--- src/rtl/aes_mixcol_pkg.sv ---
// Shared types, constants and GF(2^8) helpers for the MixColumns engine.
// Products are built from xtime and XOR only; no lookup tables.
package aes_mixcol_pkg;

  typedef enum logic [1:0] {IDLE, CALC, DONE} state_e;

  typedef logic [31:0] col_t;

  localparam logic [7:0]  GF_POLY  = 8'h1B;  // x^8 + x^4 + x^3 + x + 1, low byte
  localparam int unsigned NUM_COLS = 4;      // columns in an AES state
  localparam int unsigned COL_W    = 32;     // column c = state[127-32c -: 32]
  localparam int unsigned BYTE_W   = 8;      // row r = column[31-8r -: 8]

  function automatic logic [7:0] xtime(input logic [7:0] b);
    return {b[6:0], 1'b0} ^ (b[7] ? GF_POLY : 8'h00);
  endfunction

  function automatic logic [7:0] gmul02(input logic [7:0] b);
    return xtime(b);
  endfunction

  function automatic logic [7:0] gmul03(input logic [7:0] b);
    return xtime(b) ^ b;
  endfunction

  function automatic logic [7:0] gmul09(input logic [7:0] b);
    return xtime(xtime(xtime(b))) ^ b;
  endfunction

  function automatic logic [7:0] gmul0b(input logic [7:0] b);
    return xtime(xtime(xtime(b))) ^ xtime(b) ^ b;
  endfunction

  function automatic logic [7:0] gmul0d(input logic [7:0] b);
    return xtime(xtime(xtime(b))) ^ xtime(xtime(b)) ^ b;
  endfunction

  function automatic logic [7:0] gmul0e(input logic [7:0] b);
    return xtime(xtime(xtime(b))) ^ xtime(xtime(b)) ^ xtime(b);
  endfunction

endpackage

--- src/rtl/aes_mixcol_column.sv ---
// Combinational single-column MixColumns / InvMixColumns.
// Ports: col_in  - column, row 0 in bits [31:24]
//        inv     - 0: matrix 02 03 01 01, 1: matrix 0e 0b 0d 09
//        col_out - transformed column, same layout
module aes_mixcol_column
  import aes_mixcol_pkg::*;
(
  input  logic [31:0] col_in,
  input  logic        inv,
  output logic [31:0] col_out
);

  logic [7:0] a0, a1, a2, a3;
  logic [31:0] fwd, bwd;

  assign a0 = col_in[31:24];
  assign a1 = col_in[23:16];
  assign a2 = col_in[15:8];
  assign a3 = col_in[7:0];

  assign fwd = {gmul02(a0) ^ gmul03(a1) ^ a2         ^ a3,
                a0         ^ gmul02(a1) ^ gmul03(a2) ^ a3,
                a0         ^ a1         ^ gmul02(a2) ^ gmul03(a3),
                gmul03(a0) ^ a1         ^ a2         ^ gmul02(a3)};

  assign bwd = {gmul0e(a0) ^ gmul0b(a1) ^ gmul0d(a2) ^ gmul09(a3),
                gmul09(a0) ^ gmul0e(a1) ^ gmul0b(a2) ^ gmul0d(a3),
                gmul0d(a0) ^ gmul09(a1) ^ gmul0e(a2) ^ gmul0b(a3),
                gmul0b(a0) ^ gmul0d(a1) ^ gmul09(a2) ^ gmul0e(a3)};

  assign col_out = inv ? bwd : fwd;

endmodule

--- src/rtl/aes_mixcol_engine.sv ---
// Iterative AES MixColumns/InvMixColumns over a full 128-bit state,
// COLS_PER_CYCLE columns per clock, valid/ready on both sides.
// Ports: clk, rst (async, active high)
//        in_valid/in_ready/in_state/in_inv  - input transaction
//        in_bypass                          - only with AES_MIXCOL_BYPASS_EN
//        out_valid/out_ready/out_state      - result
//        busy                               - transaction in CALC or DONE
// Optional feature macro: AES_MIXCOL_BYPASS_EN (pass columns through unchanged).
module aes_mixcol_engine
  import aes_mixcol_pkg::*;
#(
  parameter int unsigned COLS_PER_CYCLE = 1
) (
  input  logic         clk,
  input  logic         rst,
  input  logic         in_valid,
  output logic         in_ready,
  input  logic [127:0] in_state,
  input  logic         in_inv,
`ifdef AES_MIXCOL_BYPASS_EN
  input  logic         in_bypass,
`endif
  output logic         out_valid,
  input  logic         out_ready,
  output logic [127:0] out_state,
  output logic         busy
);

  if (!(COLS_PER_CYCLE == 1 || COLS_PER_CYCLE == 2 || COLS_PER_CYCLE == 4)) begin : g_bad_cfg
    $error("aes_mixcol_engine: COLS_PER_CYCLE must be 1, 2 or 4");
  end

  localparam int unsigned NG       = NUM_COLS / COLS_PER_CYCLE;
  localparam logic [1:0]  LAST_GRP = 2'(NG - 1);

  // Column c lives at index NUM_COLS-1-c so the packed vector matches FIPS-197 order.
  col_t [NUM_COLS-1:0] data_q, data_d;
  state_e              state_q, state_d;
  logic [1:0]          grp_q, grp_d;
  logic                inv_q, inv_d;
  logic                in_ready_q, out_valid_q, busy_q;
`ifdef AES_MIXCOL_BYPASS_EN
  logic                bypass_q, bypass_d;
`endif

  logic [1:0] col_idx [COLS_PER_CYCLE];
  col_t       col_cur [COLS_PER_CYCLE];
  col_t       col_mix [COLS_PER_CYCLE];
  col_t       col_new [COLS_PER_CYCLE];

  for (genvar i = 0; i < COLS_PER_CYCLE; i++) begin : g_col
    assign col_idx[i] = 2'(grp_q * COLS_PER_CYCLE + i);
    // ~idx on two bits is 3-idx: column number to packed slot
    assign col_cur[i] = data_q[~col_idx[i]];

    aes_mixcol_column u_column (
      .col_in  (col_cur[i]),
      .inv     (inv_q),
      .col_out (col_mix[i])
    );

`ifdef AES_MIXCOL_BYPASS_EN
    assign col_new[i] = bypass_q ? col_cur[i] : col_mix[i];
`else
    assign col_new[i] = col_mix[i];
`endif
  end

  always_comb begin
    state_d  = state_q;
    grp_d    = grp_q;
    data_d   = data_q;
    inv_d    = inv_q;
`ifdef AES_MIXCOL_BYPASS_EN
    bypass_d = bypass_q;
`endif
    unique case (state_q)
      IDLE: begin
        if (in_valid) begin
          data_d   = in_state;
          inv_d    = in_inv;
`ifdef AES_MIXCOL_BYPASS_EN
          bypass_d = in_bypass;
`endif
          grp_d    = '0;
          state_d  = CALC;
        end
      end
      CALC: begin
        for (int i = 0; i < COLS_PER_CYCLE; i++) begin
          data_d[~col_idx[i]] = col_new[i];
        end
        grp_d = grp_q + 2'd1;
        if (grp_q == LAST_GRP) begin
          grp_d   = '0;
          state_d = DONE;
        end
      end
      DONE: begin
        if (out_ready) state_d = IDLE;
      end
      default: state_d = IDLE;
    endcase
  end

  always_ff @(posedge clk or posedge rst) begin
    if (rst) begin
      state_q     <= IDLE;
      grp_q       <= '0;
      data_q      <= '0;
      inv_q       <= 1'b0;
`ifdef AES_MIXCOL_BYPASS_EN
      bypass_q    <= 1'b0;
`endif
      in_ready_q  <= 1'b1;
      out_valid_q <= 1'b0;
      busy_q      <= 1'b0;
    end else begin
      state_q     <= state_d;
      grp_q       <= grp_d;
      data_q      <= data_d;
      inv_q       <= inv_d;
`ifdef AES_MIXCOL_BYPASS_EN
      bypass_q    <= bypass_d;
`endif
      // Handshake flags decoded from the next state so they are plain flops.
      in_ready_q  <= (state_d == IDLE);
      out_valid_q <= (state_d == DONE);
      busy_q      <= (state_d != IDLE);
    end
  end

  assign in_ready  = in_ready_q;
  assign out_valid = out_valid_q;
  assign busy      = busy_q;
  assign out_state = data_q;

endmodule
--- config.mk ---
export PLATFORM = sky130hd
export DESIGN_NAME = aes_mixcol_engine
export DESIGN_NICKNAME = d
export VERILOG_FILES = /design/src/rtl/aes_mixcol_pkg.sv /design/src/rtl/aes_mixcol_column.sv /design/src/rtl/aes_mixcol_engine.sv
export SDC_FILE = /design/constraint.sdc
export NUM_CORES = 1
export LEC_CHECK = 0
export BUFFER_PORTS_ARGS = -buffer_cell sky130_fd_sc_hd__buf_2
export CORE_MARGIN = 4
export CORE_UTILIZATION = 49
export CTS_BUF_LIST = sky130_fd_sc_hd__clkbuf_2 sky130_fd_sc_hd__clkbuf_4 sky130_fd_sc_hd__clkbuf_8
export CTS_CLUSTER_SIZE = 28
export DETAILED_ROUTE_END_ITERATION = 8
export GPL_TIMING_DRIVEN = 0
export PLACE_DENSITY = 0.9
export SYNTH_ARGS = -nofsm -noshare
export SYNTH_HDL_FRONTEND = slang
export SYNTH_SLANG_ARGS = --single-unit
--- constraint.sdc ---
create_clock -name clk -period 4.6 [get_ports clk]
set_input_delay 0.69 -clock clk [delete_from_list [all_inputs] [get_ports clk]]
set_output_delay 0.69 -clock clk [all_outputs]
set_load 0.02 [all_outputs]
-- Word-level counts from Yosys, hierarchy flattened
Cells that the tools add are included.
- $add $sub $neg: 1
- multipliers: 0
- div/mod/pow operators: 0
- $lt $le $gt $ge: 2
- equality and inequality tests: 5
- shift operators: 0
- mux-type cells: 27
- bitwise gates (word level): 65
- reductions and logical operators: 7
- operators with widths (cell ; count):
    $xor A8 B8 Y8 ; 63
    $pmux W128 S2 ; 1
    $bwmux W128 ; 1
    $mux W128 ; 1
    $mux W32 ; 3
    $bmux W32 S2 ; 1
    $demux W32 S2 ; 1
    $mux W5 ; 12
    $mux W2 ; 5
    $xor A8 B5 Y8 ; 1
    $eq A2 B2 Y1 const B ; 3
    $pmux W2 S3 ; 1
    $logic_not A2 Y1 ; 2
    $pmux W2 S2 ; 1
    $reduce_and A2 Y1 ; 2
    $reduce_bool A2 Y1 ; 2
    $lt A2 B3 Y1 const B ; 1
    $add A2 B1 Y2 const B ; 1
    $eq A2 B1 Y1 const B ; 1
    $ge A2 B1 Y1 const B ; 1
    $ne A2 B2 Y1 const B ; 1
    $not A2 Y2 ; 1
    $logic_and A1 B1 Y1 ; 1
- register bits: 136
- latch bits: 0
- RAM bits: 0
- memory bits (read-only): 0
- bits of input ports: 133
- output and inout bits: 131
- word-level logic and storage cells: 117
- memories: 0

-- Depth between registers and ports, before layout
- depth after elaboration: 17
- mapped depth: 13
- mapped depth without buffers: 8

-- Cells and area by module
Synthesis repeated with hierarchy kept, for this count alone.
- cell total of the unflattened synthesis: 1035
- area, all modules: 10969.3 um^2
- modules (own cells, without submodules) (module ; instances ; cells an instance ; area each (um^2) ; sequential area each (um^2)):
    aes_mixcol_engine ; 1 ; 763 ; 8445.6 ; 3404.5
    aes_mixcol_column ; 1 ; 272 ; 2523.7 ; 0.0

-- Worst setup path after synthesis
Ideal clock, no wire load.
- path kind: register -> register
- start: register grp_q[0]
- end: register data_q, in the netlist out_state[19]
- library setup time: 0.077 ns
- arrival: 3.173 ns
- data required time: 4.523 ns
- setup slack: 1.350 ns
- cell stages (with the launch flop): 11
- path buffers: 2
- clock period less this slack: 3.250 ns
- cell sequence: dfrtp_1 > buf_6 > buf_12 > mux4_2 > xor2_1 > xnor3_1 > xnor3_1 > xor2_1 > nand2_1 > xnor3_1 > o21ai_1
- cells in the longest elaborated chain, start to end: 15
- elaborated cells on any way between the ends: 47
- classes of those cells: order compare: 2; mux: 17; bitwise: 27; reduce/logical: 1
- ends and longest elaborated chain (item ; line ; text):
    from (decl) ; aes_mixcol_engine.sv:39 ; logic [1:0] grp_q, grp_d;
    from (signal assigned) ; aes_mixcol_engine.sv:120 ; grp_q <= grp_d;
    $not A2 Y2 (*) ; aes_mixcol_engine.sv:54, aes_mixcol_engine.sv:91 ;
    $bmux W32 S2 ; aes_mixcol_engine.sv:54 ; assign col_cur[i] = data_q[~col_idx[i]];
    $mux W32 (not written as such) ; aes_mixcol_engine.sv:54 ;
    $mux W5 or $xor A8 B8 Y8 (tied branches) ; aes_mixcol_pkg.sv:15 ; return {b[6:0], 1'b0} ^ (b[7] ? GF_POLY : 8'h00);
    $xor A8 B8 Y8 ; aes_mixcol_pkg.sv:15 ;
    $xor A8 B8 Y8 or $mux W5 (tied branches) ; aes_mixcol_pkg.sv:15 ;
    $xor A8 B8 Y8 ; aes_mixcol_pkg.sv:15 ;
    $xor A8 B8 Y8 (2 in a row) ; aes_mixcol_pkg.sv:39 ; return xtime(xtime(xtime(b))) ^ xtime(xtime(b)) ^ xtime(b);
    $xor A8 B8 Y8 (3 in a row) ; aes_mixcol_column.sv:27 ; gmul09(a0) ^ gmul0e(a1) ^ gmul0b(a2) ^ gmul0d(a3),
    $mux W32 ; aes_mixcol_column.sv:31 ; assign col_out = inv ? bwd : fwd;
    $bwmux W128 (*) ; aes_mixcol_engine.sv:91 ; data_d[~col_idx[i]] = col_new[i];
    $pmux W128 S2 (*) ; aes_mixcol_engine.sv:77 ; unique case (state_q)
    to (signal assigned) ; aes_mixcol_engine.sv:121 ; data_q <= data_d;
    to (decl) ; aes_mixcol_engine.sv:37 ; col_t [NUM_COLS-1:0] data_q, data_d;
Every way passes the cells marked *; elsewhere a longest branch is shown, timed or not. The select of a mux whose other input is x is not followed.
A chain may end at the register's enable or synchronous reset.

-- Worst setup path in the final report
- start: register grp_q[1]
- end: register data_q, in the netlist out_state[76]
- cells in the longest elaborated chain, start to end: 15
- elaborated cells on any way between the ends: 48
- classes of those cells: order compare: 2; mux: 18; bitwise: 27; reduce/logical: 1
- ends and longest elaborated chain (item ; line ; text):
    $not A2 Y2 (*) ; aes_mixcol_engine.sv:54, aes_mixcol_engine.sv:91 ;
    $bmux W32 S2 ; aes_mixcol_engine.sv:54 ;
    $mux W32 (not written as such) ; aes_mixcol_engine.sv:54 ;
    $xor A8 B8 Y8 ; aes_mixcol_pkg.sv:15 ;
    $mux W5 or $xor A8 B8 Y8 (tied branches) ; aes_mixcol_pkg.sv:15 ;
    $xor A8 B8 Y8 or $mux W5 (tied branches) ; aes_mixcol_pkg.sv:15 ;
    $xor A8 B8 Y8 ; aes_mixcol_pkg.sv:15 ;
    $xor A8 B8 Y8 (2 in a row) ; aes_mixcol_pkg.sv:35 ; return xtime(xtime(xtime(b))) ^ xtime(xtime(b)) ^ b;
    $xor A8 B8 Y8 (3 in a row) ; aes_mixcol_column.sv:28 ; gmul0d(a0) ^ gmul09(a1) ^ gmul0e(a2) ^ gmul0b(a3),
    $mux W32 ; aes_mixcol_column.sv:31 ;
    $bwmux W128 (*) ; aes_mixcol_engine.sv:91 ;
    $pmux W128 S2 (*) ; aes_mixcol_engine.sv:77 ;
Marked as above.

==> flow_summary_export.csv <==
group,metric,value,unit
floorplanning,dieArea,0.0213,mm2
clocking,root_buffer,"clkbuf_8",
place,dp_hpwl,28100,um
yosys,synth_edf_count,0,
clocking,cts.sinks,136,
critical_path,r2r-start,"grp_q[1]$_DFFE_PP0P_",
floorplanning,core-area,0.0187,mm2
global_route,grt_usage,34.9,%
global_route,grt.overflow.total,0,
floorplanning,die_h,146,um
outcome,status,"finished, final reports clean",
global_route,grt_pass1_wl,56200,um
yosys,synth_ff_type,"dfrtp_1",
drt,drc,0,
critical_path,cp_top_family,"XOR/XNOR gates",
yosys,yosysSeqAreaShare,36.6,%
sta,fin_skew,12.9,ps
global_route,grt_max_degree,102,
clocking,cts_tree,"done",
clocking,insertion_delay,460,ps
place,place_congestion,0.983,
cells_and_area,multi_input_area,0.00553,mm2
critical_path,worst_setup_path_start_kind,"flip-flop",
drt,drtPass1Iterations,9,
yosys,synth_top_area_share,36.3,%
global_route,antenna_found_initial,3,
floorplanning,initial_core_util,49.7,%
clocking,ctsResizeCount,0,
yosys,syn_area,0.00930,mm2
worst_hold_path,hp-class,"in2async",
critical_path,crit_required,4920,ps
clocking,hold_buffers,0,
critical_path,r2r_cells,12,
cells_and_area,n_fill_cell,1458,
drt,routed_wl,37900,um
critical_path,cpPeakStageDelay,560,ps
drt,drtIter0Drc,1514,
yosys,synth_fp_nets,969,
critical_path,critical_path_peak_fanout,10,
yosys,synth_cell_types,46,
critical_path,cp_common_cell,"buf_4",
sta,min_period,4370,ps
yosys,synthCells,832,
yosys,yosys-top-cells-count,"xnor2_1 (136), dfrtp_1 (135), a22oi_1 (97), o21ai_0 (85), clkbuf_1 (45)",
critical_path,crit_buf_inv,5,
cells_and_area,nets,1252,
drt,ant_nets,0,
floorplanning,die_x,146,um
yosys,synth_area_leader_cell,"dfrtp_1",
critical_path,cp_cell_sequence,"buf_2, buf_4, buf_4, buf_4, mux4_2, buf_4, xnor2_1, xnor3_1, xnor3_1, o21ai_2, xnor2_1, o21ai_1",
yosys,synth_warnings,0,
clocking,clk_pin_slew,80,ps
critical_path,end_kind,"flip-flop",
sta,fmax,229,MHz
clocking,cts_buffer_depth,2,
critical_path,slowest_stage,"xnor2_1",
yosys,ys_seq_elements,136,
sta,rsz0062_at_grt,"no",
sta,final-setup-viol-count,0,
sta,hold_ws,220,ps
drt,via_count,9110,
critical_path,crit_cells,12,
sta,period_share,95.0,%
drt,routedWlPerCell,27.7,um
yosys,synthTopCellsByArea,"dfrtp_1 (36%), xnor2_1 (13%), a22oi_1 (7.8%)",
floorplanning,num_io_pins,264,
sta,worst_slew_pin_slew,917,ps
clocking,cts_buffers,17,
clocking,cts_setup_buffers,0,
yosys,avgSynthCellArea,11.2,um2
global_route,first_global_vias,9227,
critical_path,crit_start,"grp_q[1]$_DFFE_PP0P_",
cells_and_area,syn2layout_area_growth,21.7,%
critical_path,worstSetupPathType,"reg2reg",
floorplanning,rows,50,
sta,timing.slew.headroom,38.9,%
clocking,htree_levels,4,
drt,viasPerCell,6.67,
place,port_buffers,263,
cells_and_area,drive_gt1_share,33.3,%
cells_and_area,regArea,0.00340,mm2
sta,finalMaxSlewViolations,0,
sta,finalHoldViolCount,0,
yosys,synthArstFlopShare,100,%
run,max_cap_viol_count,0,
critical_path,arrival,4690,ps
yosys,synth.most_common_cell,"xnor2_1",
-- registers in the layout, indices dropped and copies added (netlist names) --
signal,count
grp_q,2
out_state,128
in_ready,1
state_q,2
inv_q,1
out_valid,1
busy,1
-- cells in the final DEF, fill, tap and decap left out, drive strengths merged, types with 5 or more instances in the layout --
cell and count:
buf 285, xnor2 153, dfrtp 135, o21ai 128, a22oi 97, clkbuf 65, xor2 46, nand2 42
mux4 32, a21oi 30, xnor3 24, nor2 17, a2bb2oi 13, clkinv 6, inv 6, mux2i 5
and3 5
-- per-layer routing --
| metal | part of all wire, % | GRT usage (%) | wire length, um |
|---|---|---|---|
| met2 | 46 | 55.2 | 17300 |
| met1 | 33 | 43.0 | 12600 |
| met5 | 0 | 0 | 0 |
| met3 | 13 | 8.88 | 5030 |
| met4 | 7.7 | 21.4 | 2920 |
-- per-stage QoR --
stage	cells	setup TNS (ps)	cell area, um2	util, %	worst slack, ps
after floorplan	832	0	9300	-	272
after global placement	1329	-154420	10900	58.3	-1160
after detailed placement	1330	0	10900	58.5	413
after CTS	1362	0	11300	60.5	376
after global routing	1365	0	11300	60.5	168
final	1365	0	11300	60.5	229
-- kinds of logic (layout without fill, tap and decap cells) --
| logic type | count (synthesis) | after routing | synth area share [%] |
|---|---|---|---|
| other | 0 | 3 | 0 |
| muxes | 38 | 38 | 8.69 |
| adders and majority gates | 4 | 4 | 0.538 |
| xor gates and xnor gates | 225 | 225 | 27.8 |
| DFF | 136 | 136 | 36.6 |
| and+or+nand+nor | 75 | 75 | 3.43 |
| AOI/OAI and AO/OA | 283 | 283 | 19.0 |
| buffers and inverters | 71 | 367 | 3.93 |
-- path summary, 6_finish.rpt --
| check | to | slack, ps |
|---|---|---|
| min reg2reg | out_state[10]$_DFFE_PP0P_ | 520 |
| min in group clk | inv_q$_DFFE_PP0P_ | 440 |
| max reg2reg | out_state[76]$_DFFE_PP0P_ | 230 |
| max in group asynchronous | out_state[33]$_DFFE_PP0P_ | 3550 |
| max | out_state[76]$_DFFE_PP0P_ | 230 |
| min | out_state[58]$_DFFE_PP0P_ | 220 |
-- cell type report --
class	count	area share, %
antenna	3	0.0663
clock inverter	12	0.907
multi-input combinational	625	48.9
inverter	5	0.210
sequential	136	30.1
clock buffer	20	2.32
buffer	66	3.06
tap	234	2.59
timing repair buffer	264	11.9
Power is left out: the tool's default activity adds up to more than one toggle a clock period on the data nets, which glitch-free logic cannot reach.
